## src/rtl/jpeg_dht_sched.sv

```systemverilog
// JPEG entropy-decode scheduler: picks the DHT table for each symbol,
// tracks zigzag position and walks the blocks of every MCU in a frame.
module jpeg_dht_sched #(
  parameter int MCU_CNT_W = 16
) (
  input  logic                 clk_i,
  input  logic                 rst_i,
  input  logic                 start_i,
  input  logic [1:0]           mode_i,
  input  logic [MCU_CNT_W-1:0] mcu_count_i,
  input  logic                 sym_valid_i,
  input  logic [7:0]           sym_value_i,
  output logic                 sym_ready_o,
  output logic [1:0]           table_sel_o,
  output logic [1:0]           comp_o,
  output logic                 coeff_wr_o,
  output logic [5:0]           coeff_pos_o,
  output logic [3:0]           coeff_size_o,
  output logic                 block_done_o,
  output logic                 mcu_done_o,
  output logic                 frame_done_o,
  output logic                 busy_o,
  output logic                 error_o
);

  typedef enum logic [1:0] {
    S_IDLE = 2'd0,
    S_DC   = 2'd1,
    S_AC   = 2'd2,
    S_DONE = 2'd3
  } state_t;

  state_t               state_q, state_d;
  logic [1:0]           mode_q, mode_d;
  logic [MCU_CNT_W-1:0] mcu_max_q, mcu_max_d;
  logic [MCU_CNT_W-1:0] mcu_cnt_q, mcu_cnt_d;
  logic [MCU_CNT_W-1:0] mcu_nxt;
  logic [2:0]           blk_q, blk_d;
  logic [2:0]           blk_last;
  logic [6:0]           idx_q, idx_d;
  logic [6:0]           pos_w, zrl_w;
  logic                 err_q, err_d;
  logic                 coeff_wr_q, coeff_wr_d;
  logic [5:0]           coeff_pos_q, coeff_pos_d;
  logic [3:0]           coeff_size_q, coeff_size_d;
  logic                 block_done_q, block_done_d;
  logic                 mcu_done_q, mcu_done_d;
  logic                 ready, accept, blk_end;
  logic                 is_eob, is_zrl;
  logic [1:0]           comp;

  function automatic logic [2:0] last_blk(
    input logic [1:0] m
  );
    logic [2:0] l;
    l = 3'd0;
    unique case (m)
      2'd0: l = 3'd0;
      2'd1: l = 3'd2;
      2'd2: l = 3'd5;
      2'd3: l = 3'd3;
    endcase
    return l;
  endfunction

  // Chroma blocks always trail the luma blocks of an MCU.
  function automatic logic [1:0] blk_comp(
    input logic [1:0] m,
    input logic [2:0] b
  );
    logic [1:0] c;
    c = 2'd0;
    unique case (m)
      2'd0: c = 2'd0;
      2'd1: c = b[1:0];
      2'd2: c = (b == 3'd4) ? 2'd1 :
                (b == 3'd5) ? 2'd2 : 2'd0;
      2'd3: c = (b == 3'd2) ? 2'd1 :
                (b == 3'd3) ? 2'd2 : 2'd0;
    endcase
    return c;
  endfunction

  always_comb begin
    blk_last = last_blk(mode_q);
    comp     = blk_comp(mode_q, blk_q);
    ready    = (state_q == S_DC) || (state_q == S_AC);
    accept   = sym_valid_i && ready;
    is_eob   = (sym_value_i == 8'h00);
    is_zrl   = (sym_value_i == 8'hF0);
    pos_w    = idx_q + {3'b000, sym_value_i[7:4]};
    zrl_w    = idx_q + 7'd16;
    mcu_nxt  = mcu_cnt_q + MCU_CNT_W'(1);
  end

  always_comb begin
    state_d      = state_q;
    mode_d       = mode_q;
    mcu_max_d    = mcu_max_q;
    mcu_cnt_d    = mcu_cnt_q;
    blk_d        = blk_q;
    idx_d        = idx_q;
    err_d        = err_q;
    coeff_wr_d   = 1'b0;
    coeff_pos_d  = coeff_pos_q;
    coeff_size_d = coeff_size_q;
    block_done_d = 1'b0;
    mcu_done_d   = 1'b0;
    blk_end      = 1'b0;

    unique case (state_q)
      S_IDLE: begin
        if (start_i) begin
          mode_d    = mode_i;
          mcu_max_d = (mcu_count_i == '0) ?
                      MCU_CNT_W'(1) : mcu_count_i;
          mcu_cnt_d = '0;
          blk_d     = 3'd0;
          idx_d     = 7'd0;
          err_d     = 1'b0;
          state_d   = S_DC;
        end
      end
      S_DC: begin
        if (accept) begin
          coeff_wr_d   = 1'b1;
          coeff_pos_d  = 6'd0;
          coeff_size_d = sym_value_i[3:0];
          idx_d        = 7'd1;
          state_d      = S_AC;
        end
      end
      S_AC: begin
        if (accept) begin
          unique case (1'b1)
            is_eob: blk_end = 1'b1;
            is_zrl: begin
              idx_d = zrl_w;
              if (zrl_w >= 7'd64) blk_end = 1'b1;
              if (zrl_w > 7'd64) err_d = 1'b1;
            end
            default: begin
              if (pos_w > 7'd63) begin
                err_d   = 1'b1;
                blk_end = 1'b1;
              end else begin
                coeff_wr_d   = 1'b1;
                coeff_pos_d  = pos_w[5:0];
                coeff_size_d = sym_value_i[3:0];
                idx_d        = pos_w + 7'd1;
                if (pos_w == 7'd63) blk_end = 1'b1;
              end
            end
          endcase
        end
      end
      S_DONE: state_d = S_IDLE;
    endcase

    // Block advance happens on the terminating edge so the next DC
    // symbol can be taken in the same cycle block_done is seen.
    if (blk_end) begin
      block_done_d = 1'b1;
      idx_d        = 7'd0;
      if (blk_q == blk_last) begin
        mcu_done_d = 1'b1;
        blk_d      = 3'd0;
        mcu_cnt_d  = mcu_nxt;
        state_d    = (mcu_nxt == mcu_max_q) ? S_DONE : S_DC;
      end else begin
        blk_d   = blk_q + 3'd1;
        state_d = S_DC;
      end
    end
  end

  always_ff @(posedge clk_i) begin
    if (rst_i) begin
      state_q      <= S_IDLE;
      mode_q       <= 2'd0;
      mcu_max_q    <= '0;
      mcu_cnt_q    <= '0;
      blk_q        <= 3'd0;
      idx_q        <= 7'd0;
      err_q        <= 1'b0;
      coeff_wr_q   <= 1'b0;
      coeff_pos_q  <= 6'd0;
      coeff_size_q <= 4'd0;
      block_done_q <= 1'b0;
      mcu_done_q   <= 1'b0;
    end else begin
      state_q      <= state_d;
      mode_q       <= mode_d;
      mcu_max_q    <= mcu_max_d;
      mcu_cnt_q    <= mcu_cnt_d;
      blk_q        <= blk_d;
      idx_q        <= idx_d;
      err_q        <= err_d;
      coeff_wr_q   <= coeff_wr_d;
      coeff_pos_q  <= coeff_pos_d;
      coeff_size_q <= coeff_size_d;
      block_done_q <= block_done_d;
      mcu_done_q   <= mcu_done_d;
    end
  end

  always_comb begin
    sym_ready_o  = ready;
    comp_o       = ready ? comp : 2'd0;
    table_sel_o  = 2'd0;
    if (ready) begin
      table_sel_o = {comp != 2'd0, state_q == S_AC};
    end
    coeff_wr_o   = coeff_wr_q;
    coeff_pos_o  = coeff_pos_q;
    coeff_size_o = coeff_size_q;
    block_done_o = block_done_q;
    mcu_done_o   = mcu_done_q;
    frame_done_o = (state_q == S_DONE);
    busy_o       = (state_q != S_IDLE);
    error_o      = err_q;
  end

endmodule

```

## config.mk

```make
export PLATFORM = sky130hd
export DESIGN_NAME = jpeg_dht_sched
export DESIGN_NICKNAME = d
export VERILOG_FILES = /design/src/rtl/jpeg_dht_sched.sv
export SDC_FILE = /design/constraint.sdc
export NUM_CORES = 1
export LEC_CHECK = 0
export ABC_CLOCK_PERIOD_IN_PS = 3100
export CAP_MARGIN = 20
export CORE_ASPECT_RATIO = 0.8
export CORE_MARGIN = 4
export CORE_UTILIZATION = 51
export DETAILED_ROUTE_END_ITERATION = 6
export PLACE_DENSITY = 0.77
export REMOVE_ABC_BUFFERS = 1
export SYNTH_ARGS = -nofsm -noshare
export SYNTH_HDL_FRONTEND = slang
export SYNTH_SLANG_ARGS = --single-unit
```

## constraint.sdc

```tcl
create_clock -name clk_i -period 3.1 [get_ports clk_i]
set_clock_uncertainty 0.15 [all_clocks]
set_input_delay 0.31 -clock clk_i [delete_from_list [all_inputs] [get_ports clk_i]]
set_output_delay 0.31 -clock clk_i [all_outputs]
set_load 0.005 [all_outputs]
```

==> reports/qor.yml <==
hold_class: "in -> reg"
first_global_vias: 3978
clk_pin_slew_worst_paths_ns: 0.07
global_route.usage.total: 0.260
p_leak_nw: 1.94
setup.worst_path.start: "idx_q[0]$_SDFFE_PP0P_"
hold_ws_ns: 0.274
worstSkewPairLatency_ns: 0.35
pre_cts_ws_ns: -0.524
critPathLaunchType: "flop"
power.total_w: 0.00281
p_per_area_nw_per_um2: 549
route.vias.total: 4195
crit_buf_inv: 3
global_route.overflow_total: 0
synth_edf_count: 0
synth.most_common_cell: "sky130_fd_sc_hd__nand2_1"
htree_levels: 3
critical_path_fanouts_max: 4
postSynthRegisterBits: 60
synthArstFlopShare: 0
routabilityCongestion: 0.946
synthToLayoutAreaGrowth_pct: 29.8
pin_count_of_the_biggest_net_entering_global_routing: 29
holdCritStartpoint: "rst_i"
worst_path_largest_cell_delay_ns: 0.37
fill_count: 601
clock_sinks: 60
layout-drive-gt1-share: 0.170
drv_slew: 0
floorplan.die.height_um: 86.7
antenna_violation_net_count_after_detailed_routing: 0
floorplan.initialDensity: 0.529
fin_area_um2: 5120
hold_viol: 0
post_synth_main_area_contributors: "sky130_fd_sc_hd__dfxtp_1 (30%), sky130_fd_sc_hd__nand2_1 (7.5%), sky130_fd_sc_hd__a21oi_1 (7.1%)"
die_w_um: 106
cts_root_buffer: "sky130_fd_sc_hd__clkbuf_8"
total_negative_slack_ns: 0
maxCapViolations: 0
sequential_cell_area_um2: 1200
ys_seq_area_frac: 0.304
finalWorstPathRequiredPeriod_ns: 3.02
syn-mean-instance-area_um2: 7.79
yosysWarningCount: 0
detailed_place_hpwl_mm: 8.52
tightest_slew_ns: 0.796
worst_slack_ns: 0.0835
critical_path.top_delay_family: "compound AO/OA/AOI/OAI gates"
fp-row-count: 28
worst_path_most_repeated_cell: "sky130_fd_sc_hd__buf_4"
postSynth.topFlopCell: "sky130_fd_sc_hd__dfxtp_1"
grt_antenna_before_repair: 0
synth_cell_types: 66
drc: 0
max_clock_freq_mhz: 332
core_region_area_um2: 7460
yosysTopAreaCellShare: 0.304
placed_cell_area_um2: 4790
slew_headroom: 0.464
route.detailed.vias_per_inst: 6.00
cts-buffers-inserted: 9
mappedNetlistArea_um2: 3950
drtIter0Drc: 312
multiInputGateArea_um2: 2610
timing.critical_path.to_type: "flop"
critical_path_arrival_ns: 3.16
synthCells: 507
critical_path.cell_chain: "ha_4 -> fa_2 -> a211oi_4 -> o211ai_1 -> mux2_4 -> buf_4 -> a21oi_1 -> buf_4 -> o31ai_1 -> buf_4 -> nor4_1 -> o221a_2"
boundaryPins: 51
timing.critical_path.required_ns: 3.25
synthDominantAreaCellType: "sky130_fd_sc_hd__dfxtp_1"
finalWirelength_mm: 11.7
status: "finished, final reports clean"
rsz_0062_raised_after_global_routing: "true"
detail_route.first_pass.iterations: 5
count_of_nets_after_finishing: 638
dieArea_um2: 9220
vdd.ir_drop.worst_mv: 0.350
avgRoutedWirePerCell_um: 16.8
fin_crit_sh: 0.973
cp_slowest_cell: "sky130_fd_sc_hd__dfxtp_4"
io_buffers: 50
cts_tree: "done"
reg2reg_from: "idx_q[0]$_SDFFE_PP0P_"
antenna-diode-count: 0
max-clock-path-buffers: 2
timing.final.setup_violations: 0
ys_top_cells_by_count: "sky130_fd_sc_hd__nand2_1 (79), sky130_fd_sc_hd__dfxtp_1 (60), sky130_fd_sc_hd__a21oi_1 (56)"
grt_pass1_wl_mm: 19.3
crit_type: "reg -> reg"
-- through the flow --
step	cells	util
CTS	697	0.677
global placement	679	0.642
detailed placement	679	0.642
global route	699	0.687
finish	699	0.687
floorplan	476	-
-- final timing paths --
path	to	slack, ns	cells after the start
max	error_o$_SDFFE_PP0P_	0.08	12
min	mcu_cnt_q[0]$_SDFF_PP0_	0.27	2
max reg2reg	error_o$_SDFFE_PP0P_	0.08	12
min reg2reg	mcu_max_q[15]$_SDFFE_PP0P_	0.32	2
-- report_power, final --
group	total (W)	switching, W	internal, W	leakage (nW)
Clock	0.000844	0.000329	0.000516	0.122
Sequential	0.000916	0.0000713	0.000845	0.487
Combinational	0.00105	0.000580	0.000471	1.33
-- per-layer routing --
metal  up-vias  global-route usage  share of wire
li1       1996                   -              -
met1      1996               0.357           0.46
met2       182               0.408           0.44
met3        21              0.0596          0.088
met4         0              0.0824          0.017
met5         -                   0              0
-- layout by cell type, fill, tap and decap left out, types with 7 or more instances in the layout --
master and n:
sky130_fd_sc_hd__xor2_1 7, sky130_fd_sc_hd__a31oi_1 11, sky130_fd_sc_hd__clkbuf_8 12, sky130_fd_sc_hd__nor2_1 27, sky130_fd_sc_hd__xnor2_1 22, sky130_fd_sc_hd__dfxtp_1 59, sky130_fd_sc_hd__a21oi_1 55, sky130_fd_sc_hd__inv_1 12
sky130_fd_sc_hd__and4_1 7, sky130_fd_sc_hd__o21ai_0 21, sky130_fd_sc_hd__and3_1 7, sky130_fd_sc_hd__clkdlybuf4s50_1 48, sky130_fd_sc_hd__nand3b_1 8, sky130_fd_sc_hd__ha_1 16, sky130_fd_sc_hd__nand2_1 78, sky130_fd_sc_hd__nand3_1 28
sky130_fd_sc_hd__nor4_1 10, sky130_fd_sc_hd__buf_4 48
-- registers in the layout, indices dropped and copies added, names as in the netlist --
signal,count
mcu_cnt_q,16
mode_q,2
block_done_o,1
blk_q,3
state_q,2
coeff_size_o,4
coeff_pos_o,6
error_o,1
mcu_max_q,16
mcu_done_o,1
coeff_wr_o,1
idx_q,7
-- cell families (layout without fill, tap and decap cells) --
group | after synthesis | after routing | share of synthesized area
AO/OA/AOI/OAI | 140 | 140 | 0.238
XOR/XNOR | 30 | 30 | 0.0665
adder cells (fa/ha/maj) | 19 | 19 | 0.0621
buffers and inverters | 43 | 130 | 0.0478
flip-flops | 60 | 60 | 0.304
multiplexers | 5 | 5 | 0.0139
AND/OR/NAND/NOR | 210 | 210 | 0.267
-- worst reg2reg max path, delay by kind of cell (launching register included) --
kind	cells	cell delay [ns]
adder cells (fa/ha/maj)	2	0.54
AND/OR/NAND/NOR	1	0.23
flip-flops	1	0.37
AO/OA/AOI/OAI	5	0.94
multiplexers	1	0.28
buffers and inverters	3	0.47
-- cell type report --
class | instances | area share
Clock buffer | 12 | 0.0322
Clock inverter | 4 | 0.0137
Inverter | 12 | 0.00879
Multi-Input combinational cell | 404 | 0.509
Sequential cell | 60 | 0.235
Tap cell | 105 | 0.0256
Timing Repair Buffer | 102 | 0.176
-- timing repair --
action	in CTS	in global routing
buffers inserted	2	2
pin swaps	4	10
setup endpoints to repair	36	33
hold buffers	0	0
gates resized for setup	5	17
Power figures use the tool's default switching activity.
